## src/rtl/alarm_pkg.sv

```systemverilog
`default_nettype none
// ============================================================================
//  Module      : alarm_pkg
//  Description : Shared types, constants and helpers for the multi-channel
//                BCD alarm controller.
//  Revision    : 1.0 - initial release
// ============================================================================
package alarm_pkg;

    // Width of one BCD digit
    localparam int BCD_W = 4;

    // Per-channel ring/snooze state
    typedef enum logic [1:0] {
        ALM_IDLE   = 2'd0,
        ALM_RING   = 2'd1,
        ALM_SNOOZE = 2'd2
    } alm_state_t;

    // HH:MM packed as {hour_10, hour_01, min_10, min_01}
    typedef logic [4*BCD_W-1:0] hhmm_t;

    // Ceiling log2; clog2(1) = 0, callers floor widths at 1 where needed
    function automatic int clog2(input int value);
        int r;
        r = 0;
        while ((1 << r) < value) begin
            r = r + 1;
        end
        return r;
    endfunction

endpackage : alarm_pkg
`default_nettype wire

```

## src/rtl/alarm_channel.sv

```systemverilog
`default_nettype none
// ============================================================================
//  Module      : alarm_channel
//  Description : One alarm channel: HH:MM register with arm bit, equality
//                comparator against the running clock, and the IDLE / RING /
//                SNOOZE state machine with its ring and snooze counters.
//  Revision    : 1.0 - initial release
// ============================================================================
module alarm_channel
    import alarm_pkg::*;
#(
    parameter int RING_SEC   = 30,
    parameter int SNOOZE_SEC = 300,
    parameter int MAX_SNOOZE = 3
) (
    input  logic             clk,
    input  logic             rst_n,
    input  logic             i_tick,
    input  hhmm_t            i_clock_hhmm,
    input  logic [BCD_W-1:0] i_clock_sec_10,
    input  logic [BCD_W-1:0] i_clock_sec_01,
    input  logic             i_wr_sel,
    input  hhmm_t            i_wr_hhmm,
    input  logic             i_wr_arm,
    input  logic             i_stop,
    input  logic             i_snooze,
    output logic             o_ringing,
    output logic             o_snoozing,
    output logic             o_armed,
    output logic             o_ring_next
);

    localparam int RC_W  = (clog2(RING_SEC + 1)   < 1) ? 1 : clog2(RING_SEC + 1);
    localparam int SZC_W = (clog2(SNOOZE_SEC + 1) < 1) ? 1 : clog2(SNOOZE_SEC + 1);
    localparam int SN_W  = (clog2(MAX_SNOOZE + 1) < 1) ? 1 : clog2(MAX_SNOOZE + 1);

    alm_state_t        r_state, w_state_nxt;
    hhmm_t             r_alarm;
    logic              r_arm;
    logic [RC_W-1:0]   r_ring_cnt,  w_ring_cnt_nxt;
    logic [SZC_W-1:0]  r_snz_cnt,   w_snz_cnt_nxt;
    logic [SN_W-1:0]   r_snz_num,   w_snz_num_nxt;
    logic              r_ringing;
    logic              r_snoozing;
    logic              w_match;

    // One match per alarm minute: only the tick that lands on second 00
    assign w_match = i_tick && r_arm && (i_clock_hhmm == r_alarm)
                     && (i_clock_sec_10 == '0) && (i_clock_sec_01 == '0);

    // Alarm register, state, counters and registered status outputs
    always_ff @(posedge clk or negedge rst_n) begin
        if (!rst_n) begin
            r_state    <= ALM_IDLE;
            r_alarm    <= '0;
            r_arm      <= 1'b0;
            r_ring_cnt <= '0;
            r_snz_cnt  <= '0;
            r_snz_num  <= '0;
            r_ringing  <= 1'b0;
            r_snoozing <= 1'b0;
        end else begin
            if (i_wr_sel) begin
                r_alarm <= i_wr_hhmm;
                r_arm   <= i_wr_arm;
            end
            r_state    <= w_state_nxt;
            r_ring_cnt <= w_ring_cnt_nxt;
            r_snz_cnt  <= w_snz_cnt_nxt;
            r_snz_num  <= w_snz_num_nxt;
            r_ringing  <= (w_state_nxt == ALM_RING);
            r_snoozing <= (w_state_nxt == ALM_SNOOZE);
        end
    end

    // Next state: write > stop > snooze > tick-driven transitions
    always_comb begin
        w_state_nxt    = r_state;
        w_ring_cnt_nxt = r_ring_cnt;
        w_snz_cnt_nxt  = r_snz_cnt;
        w_snz_num_nxt  = r_snz_num;
        if (i_wr_sel) begin
            w_state_nxt    = ALM_IDLE;
            w_ring_cnt_nxt = '0;
            w_snz_cnt_nxt  = '0;
            w_snz_num_nxt  = '0;
        end else begin
            case (r_state)
                ALM_IDLE: begin
                    // A stop pulse coinciding with the match suppresses it
                    if (w_match && !i_stop) begin
                        w_state_nxt    = ALM_RING;
                        w_ring_cnt_nxt = '0;
                        w_snz_cnt_nxt  = '0;
                        w_snz_num_nxt  = '0;
                    end
                end
                ALM_RING: begin
                    if (i_stop) begin
                        w_state_nxt    = ALM_IDLE;
                        w_ring_cnt_nxt = '0;
                        w_snz_cnt_nxt  = '0;
                        w_snz_num_nxt  = '0;
                    end else if (i_snooze) begin
                        if (r_snz_num < SN_W'(MAX_SNOOZE)) begin
                            w_state_nxt    = ALM_SNOOZE;
                            w_snz_num_nxt  = r_snz_num + SN_W'(1);
                            w_snz_cnt_nxt  = '0;
                            w_ring_cnt_nxt = '0;
                        end else begin
                            // Snooze budget spent: behaves as stop
                            w_state_nxt    = ALM_IDLE;
                            w_ring_cnt_nxt = '0;
                            w_snz_cnt_nxt  = '0;
                            w_snz_num_nxt  = '0;
                        end
                    end else if (i_tick) begin
                        if (r_ring_cnt == RC_W'(RING_SEC - 1)) begin
                            w_state_nxt    = ALM_IDLE;
                            w_ring_cnt_nxt = '0;
                            w_snz_cnt_nxt  = '0;
                            w_snz_num_nxt  = '0;
                        end else begin
                            w_ring_cnt_nxt = r_ring_cnt + RC_W'(1);
                        end
                    end
                end
                ALM_SNOOZE: begin
                    if (i_stop) begin
                        w_state_nxt    = ALM_IDLE;
                        w_ring_cnt_nxt = '0;
                        w_snz_cnt_nxt  = '0;
                        w_snz_num_nxt  = '0;
                    end else if (i_tick) begin
                        if (r_snz_cnt == SZC_W'(SNOOZE_SEC - 1)) begin
                            // Snooze count is kept so the limit spans the event
                            w_state_nxt    = ALM_RING;
                            w_ring_cnt_nxt = '0;
                            w_snz_cnt_nxt  = '0;
                        end else begin
                            w_snz_cnt_nxt = r_snz_cnt + SZC_W'(1);
                        end
                    end
                end
                default: begin
                    w_state_nxt    = ALM_IDLE;
                    w_ring_cnt_nxt = '0;
                    w_snz_cnt_nxt  = '0;
                    w_snz_num_nxt  = '0;
                end
            endcase
        end
    end

    assign o_ringing   = r_ringing;
    assign o_snoozing  = r_snoozing;
    assign o_armed     = r_arm;
    assign o_ring_next = (w_state_nxt == ALM_RING);

endmodule : alarm_channel
`default_nettype wire

```

## src/rtl/alarm_multi_ctrl.sv

```systemverilog
`default_nettype none
// ============================================================================
//  Module      : alarm_multi_ctrl
//  Description : N-channel BCD alarm controller. Decodes alarm register
//                writes, runs one alarm_channel per alarm and merges the
//                ringing channels into a single registered buzzer enable.
//  Revision    : 1.0 - initial release
// ============================================================================
module alarm_multi_ctrl
    import alarm_pkg::*;
#(
    parameter int N_ALARM    = 4,
    parameter int RING_SEC   = 30,
    parameter int SNOOZE_SEC = 300,
    parameter int MAX_SNOOZE = 3,
    parameter int IDX_W      = 2
) (
    input  logic               clk,
    input  logic               rst_n,
    input  logic               tick_1hz,
    input  logic [BCD_W-1:0]   clock_hour_10,
    input  logic [BCD_W-1:0]   clock_hour_01,
    input  logic [BCD_W-1:0]   clock_min_10,
    input  logic [BCD_W-1:0]   clock_min_01,
    input  logic [BCD_W-1:0]   clock_sec_10,
    input  logic [BCD_W-1:0]   clock_sec_01,
    input  logic               wr_en,
    input  logic [IDX_W-1:0]   wr_idx,
    input  logic [BCD_W-1:0]   wr_hour_10,
    input  logic [BCD_W-1:0]   wr_hour_01,
    input  logic [BCD_W-1:0]   wr_min_10,
    input  logic [BCD_W-1:0]   wr_min_01,
    input  logic               wr_arm,
    input  logic               stop,
    input  logic               snooze,
    output logic [N_ALARM-1:0] ringing,
    output logic [N_ALARM-1:0] snoozing,
    output logic [N_ALARM-1:0] armed,
    output logic               buzzer_en
);

    hhmm_t              w_clock_hhmm;
    hhmm_t              w_wr_hhmm;
    logic [N_ALARM-1:0] w_wr_sel;
    logic [N_ALARM-1:0] w_ring_nxt;
    logic               r_buzzer;

    assign w_clock_hhmm = {clock_hour_10, clock_hour_01, clock_min_10, clock_min_01};
    assign w_wr_hhmm    = {wr_hour_10, wr_hour_01, wr_min_10, wr_min_01};

    // Only indices below N_ALARM decode, so out-of-range writes fall away
    generate
        for (genvar g = 0; g < N_ALARM; g++) begin : g_chan
            assign w_wr_sel[g] = wr_en && (wr_idx == IDX_W'(g));

            alarm_channel #(
                .RING_SEC   (RING_SEC),
                .SNOOZE_SEC (SNOOZE_SEC),
                .MAX_SNOOZE (MAX_SNOOZE)
            ) u_chan (
                .clk            (clk),
                .rst_n          (rst_n),
                .i_tick         (tick_1hz),
                .i_clock_hhmm   (w_clock_hhmm),
                .i_clock_sec_10 (clock_sec_10),
                .i_clock_sec_01 (clock_sec_01),
                .i_wr_sel       (w_wr_sel[g]),
                .i_wr_hhmm      (w_wr_hhmm),
                .i_wr_arm       (wr_arm),
                .i_stop         (stop),
                .i_snooze       (snooze),
                .o_ringing      (ringing[g]),
                .o_snoozing     (snoozing[g]),
                .o_armed        (armed[g]),
                .o_ring_next    (w_ring_nxt[g])
            );
        end
    endgenerate

    // Buzzer registered from next-state ring bits so it lines up with ringing
    always_ff @(posedge clk or negedge rst_n) begin
        if (!rst_n) begin
            r_buzzer <= 1'b0;
        end else begin
            r_buzzer <= |w_ring_nxt;
        end
    end

    assign buzzer_en = r_buzzer;

endmodule : alarm_multi_ctrl
`default_nettype wire

```

## config.mk

```make
export PLATFORM = sky130hd
export DESIGN_NAME = alarm_multi_ctrl
export DESIGN_NICKNAME = d
export VERILOG_FILES = /design/src/rtl/alarm_pkg.sv /design/src/rtl/alarm_channel.sv /design/src/rtl/alarm_multi_ctrl.sv
export SDC_FILE = /design/constraint.sdc
export NUM_CORES = 1
export LEC_CHECK = 0
export CAP_MARGIN = 30
export CORE_UTILIZATION = 43
export CTS_BUF_LIST = sky130_fd_sc_hd__clkbuf_2
export DETAILED_ROUTE_END_ITERATION = 16
export GPL_TIMING_DRIVEN = 1
export SYNTH_ARGS = -nofsm -noshare
export SYNTH_HDL_FRONTEND = slang
export SYNTH_HIERARCHICAL = 1
export SYNTH_SLANG_ARGS = --single-unit
```

## constraint.sdc

```tcl
create_clock -name clk -period 5.12 [get_ports clk]
set_clock_uncertainty 0.2 [all_clocks]
set_input_delay 1.28 -clock clk [delete_from_list [all_inputs] [get_ports clk]]
set_output_delay 1.28 -clock clk [all_outputs]
set_load 0.02 [all_outputs]
```

==> insert_results.sql <==
INSERT INTO impl_metrics (metric_group, metric, value, unit) VALUES
('cts', 'max-clock-path-buffers', '2', ''),
('cts', 'cts.sinks', '149', ''),
('synth', 'xor_and_xnor_fraction_of_the_mapped_netlist_area', '7.03', '%'),
('final_layout', 'layout-drive-gt1-share', '20.3', '%'),
('critical_path', 'cp_cell_sequence', 'clkdlybuf4s50_1 -> or2_1 -> a211oi_2 -> nand2b_1 -> or4_1 -> o211ai_1', ''),
('cts', 'root_buffer', 'sky130_fd_sc_hd__clkbuf_2', ''),
('sta', 'finalCritPeriodShare', '67.4', '%'),
('cts', 'htree_levels', '4', ''),
('critical_path', 'regToRegStartpoint', 'g_chan[0].u_chan/r_snz_cnt[0]$_DFFE_PN0P_', ''),
('power_and_ir_drop', 'clockPowerShare', '29.8', '%'),
('synth', 'yosys-top-cells-count', 'sky130_fd_sc_hd__dfrtp_1, sky130_fd_sc_hd__mux2_2, sky130_fd_sc_hd__nand2_1', ''),
('critical_path', 'cp-start-kind', 'input pin', ''),
('cts', 'cts_made_buffers', '17', ''),
('power_and_ir_drop', 'share_seq_of_total_power', '54.3', '%'),
('power_and_ir_drop', 'power-per-cell-area', '268', 'nW/um^2'),
('synth', 'post_syn_area', '8080', 'um^2'),
('synth', 'synthSimpleGateAreaFrac', '19.3', '%'),
('synth', 'yosys_register_bits', '149', ''),
('route', 'drc', '7', ''),
('sta', 'finalHoldViolCount', '0', ''),
('status', 'run_status', 'finished with violations', ''),
('global_route', 'grt.overflow.total', '0', ''),
('min_path', 'hp-class', 'reg -> reg', ''),
('cts', 'worst_skew_pair.late_latency', '0.70', 'ns'),
('synth', 'async_set_reset_flop_share_out_of_synthesis', '100', '%'),
('final_layout', 'design.final.nets', '875', ''),
('sta', 'final-max-slew-violation-count', '0', ''),
('cts', 'clk_pin_slew_worst_paths', '0.22', 'ns'),
('sta', 'timing.max_slew.rel_slack', '50.4', '%'),
('power_and_ir_drop', 'p_int', '1810', 'uW'),
('sta', 'clock.fmax', '0.290', 'GHz'),
('power_and_ir_drop', 'combPwrFrac', '15.9', '%'),
('die', 'floorplan.die.height', '139', 'um'),
('critical_path', 'timing.reg2reg.setup_slack', '2.42', 'ns'),
('route', 'dr_total_vias', '5958', ''),
('critical_path', 'largest_stage_delay_on_the_critical_path', '0.68', 'ns'),
('placement', 'hpwl', '13600', 'um'),
('sta', 'tightestPinTransition', '0.740', 'ns'),
('synth', 'yosys.area.top_type', 'sky130_fd_sc_hd__dfrtp_1', ''),
('route', 'wirelength_routed', '18200', 'um'),
('placement', 'buffer_ports.inserted', '61', ''),
('critical_path', 'cp.required', '5.56', 'ns'),
('critical_path', 'slowest_stage', 'sky130_fd_sc_hd__clkdlybuf4s50_1', ''),
('critical_path', 'worst_path_dominant_cell_family', 'simple AND/OR/NAND/NOR gates', ''),
('synth', 'yosysTopAreaCellShare', '46.2', '%'),
('synth', 'synth_compound_gate_area_share', '12.4', '%'),
('synth', 'synthAdderAreaFrac', '2.48', '%'),
('route', 'average_vias_per_placed_instance', '5.67', ''),
('global_route', 'grt_antenna_before_repair', '1', ''),
('synth', 'number_of_instances_in_the_synthesized_netlist', '735', ''),
('critical_path', 'cp-startpoint', 'stop', ''),
('global_route', 'maximum_number_of_pins_on_one_net_before_global_route_repair', '103', ''),
('synth', 'synth.avg_cell_area', '11.0', 'um^2'),
('power_and_ir_drop', 'peakVddDrop', '0.177', 'mV'),
('sta', 'grt_setup_unrepaired', 'no', ''),
('sta', 'setup-violations-final', '0', ''),
('critical_path', 'timing_worst_setup_path_type', 'in -> reg', ''),
('critical_path', 'crit_path_end_kind', 'flop', ''),
('sta', 'final_hold_slack', '0.295', 'ns'),
('flow_run', 'drv.max_cap_violation_count', '0', ''),
('die', 'std_cell_rows', '49', ''),
('route', 'antenna_left', '0', ''),
('route', 'drtIter0Drc', '381', ''),
('die', 'dieArea', '19300', 'um^2'),
('status', 'failed_checks', 'DRC', ''),
('min_path', 'timing.hold.worst.start', 'g_chan[1].u_chan/r_ring_cnt[3]$_DFFE_PN0P_', ''),
('global_route', 'grtUsageTotal', '20.2', '%'),
('route', 'dr.pass1.iters', '12', ''),
('die', 'design.portCount', '62', ''),
('route', 'wire_per_inst', '17.3', 'um'),
('final_layout', 'nFillCells', '1630', '');
## layer usage
layer | up-vias | GRT usage, % | share of wire, %
li1 | 2867 | - | -
met1 | 2951 | 27.3 | 48
met2 | 126 | 32.1 | 47
met3 | 14 | 5.11 | 4.0
met4 | 0 | 5.38 | 1.2
met5 | - | 0 | 0
## per-stage QoR
step	total power [uW]	std cells	area [um^2]	utilization [%]
after detailed placement	1770	1018	8970	49.3
after global routing	2620	1051	9280	51.0
after CTS	2520	1048	9240	50.7
after global placement	1760	1018	8970	49.3
after floorplan	1600	735	8080	-
final	2490	1051	9280	51.0
## area by class of cell
cell class	count	area, um^2	share of cell area, %
multi-input combinational	549	4200	45.3
sequential	149	3730	40.2
tap	229	287	3.09
inverter	23	86.3	0.930
timing repair buffer	70	702	7.56
clock inverter	13	184	1.98
antenna	1	2.50	0.0270
clock buffer	17	85.1	0.917
## layout by cell type (no fill, tap or decap), types with 10 or more instances in the layout
cell / instances
sky130_fd_sc_hd__dfrtp_1: 149
sky130_fd_sc_hd__mux2_2: 70
sky130_fd_sc_hd__clkdlybuf4s50_1: 60
sky130_fd_sc_hd__nand2_1: 51
sky130_fd_sc_hd__nand3_1: 46
sky130_fd_sc_hd__xnor2_1: 45
sky130_fd_sc_hd__nor2_1: 38
sky130_fd_sc_hd__nor3_1: 23
sky130_fd_sc_hd__inv_1: 22
sky130_fd_sc_hd__o31ai_1: 19
sky130_fd_sc_hd__xor2_1: 18
sky130_fd_sc_hd__clkbuf_2: 17
sky130_fd_sc_hd__ha_1: 16
sky130_fd_sc_hd__o21ai_0: 14
sky130_fd_sc_hd__nand4_1: 12
sky130_fd_sc_hd__nor4_1: 12
sky130_fd_sc_hd__a21o_2: 12
sky130_fd_sc_hd__a21o_1: 10
sky130_fd_sc_hd__o41ai_1: 10
## sequential cells by signal, indices dropped and copies added (netlist names)
name	flops
g_chan.u_chan/o_snoozing	4
g_chan.u_chan/r_ring_cnt	20
g_chan.u_chan/r_state	8
buzzer_en	1
g_chan.u_chan/r_snz_num	8
g_chan.u_chan/o_ringing	4
g_chan.u_chan/o_armed	4
g_chan.u_chan/r_snz_cnt	36
g_chan.u_chan/r_alarm	64
## power groups by stage
stage,Clock [uW],Sequential [uW],Combinational (uW)
after floorplan,0,1360,232
after global placement,0,1370,388
after detailed placement,0,1380,398
after CTS,768,1350,399
after global routing,827,1370,431
final,741,1350,396
## final timing paths
| check | end | cells past startpoint |
|---|---|---|
| hold / removal | g_chan[1].u_chan/r_ring_cnt[3]$_DFFE_PN0P_ | 1 |
| max in group asynchronous | g_chan[1].u_chan/r_snz_cnt[8]$_DFFE_PN0P_ | 4 |
| min in group asynchronous | g_chan[1].u_chan/r_ring_cnt[4]$_DFFE_PN0P_ | 2 |
| setup reg to reg | g_chan[0].u_chan/r_snz_cnt[7]$_DFFE_PN0P_ | 6 |
| hold reg to reg | g_chan[1].u_chan/r_ring_cnt[3]$_DFFE_PN0P_ | 1 |
| setup / recovery | g_chan[0].u_chan/r_snz_cnt[7]$_DFFE_PN0P_ | 6 |
## timing repair
item	in CTS	in global routing
buffers inserted	0	0
endpoints found under the hold margin	0	2
endpoints found under the setup margin	0	0
hold buffers	0	1
gates resized for setup	0	0
## cell families (layout without fill, tap and decap cells)
group,after synthesis,after routing
other cells,0,1
mux,77,77
flops,149,149
simple gates,268,268
xor+xnor,64,64
fa+ha+maj,16,16
compound gates,124,124
buf+inv,37,123
Note: power is estimated with default switching activity, not from simulation.
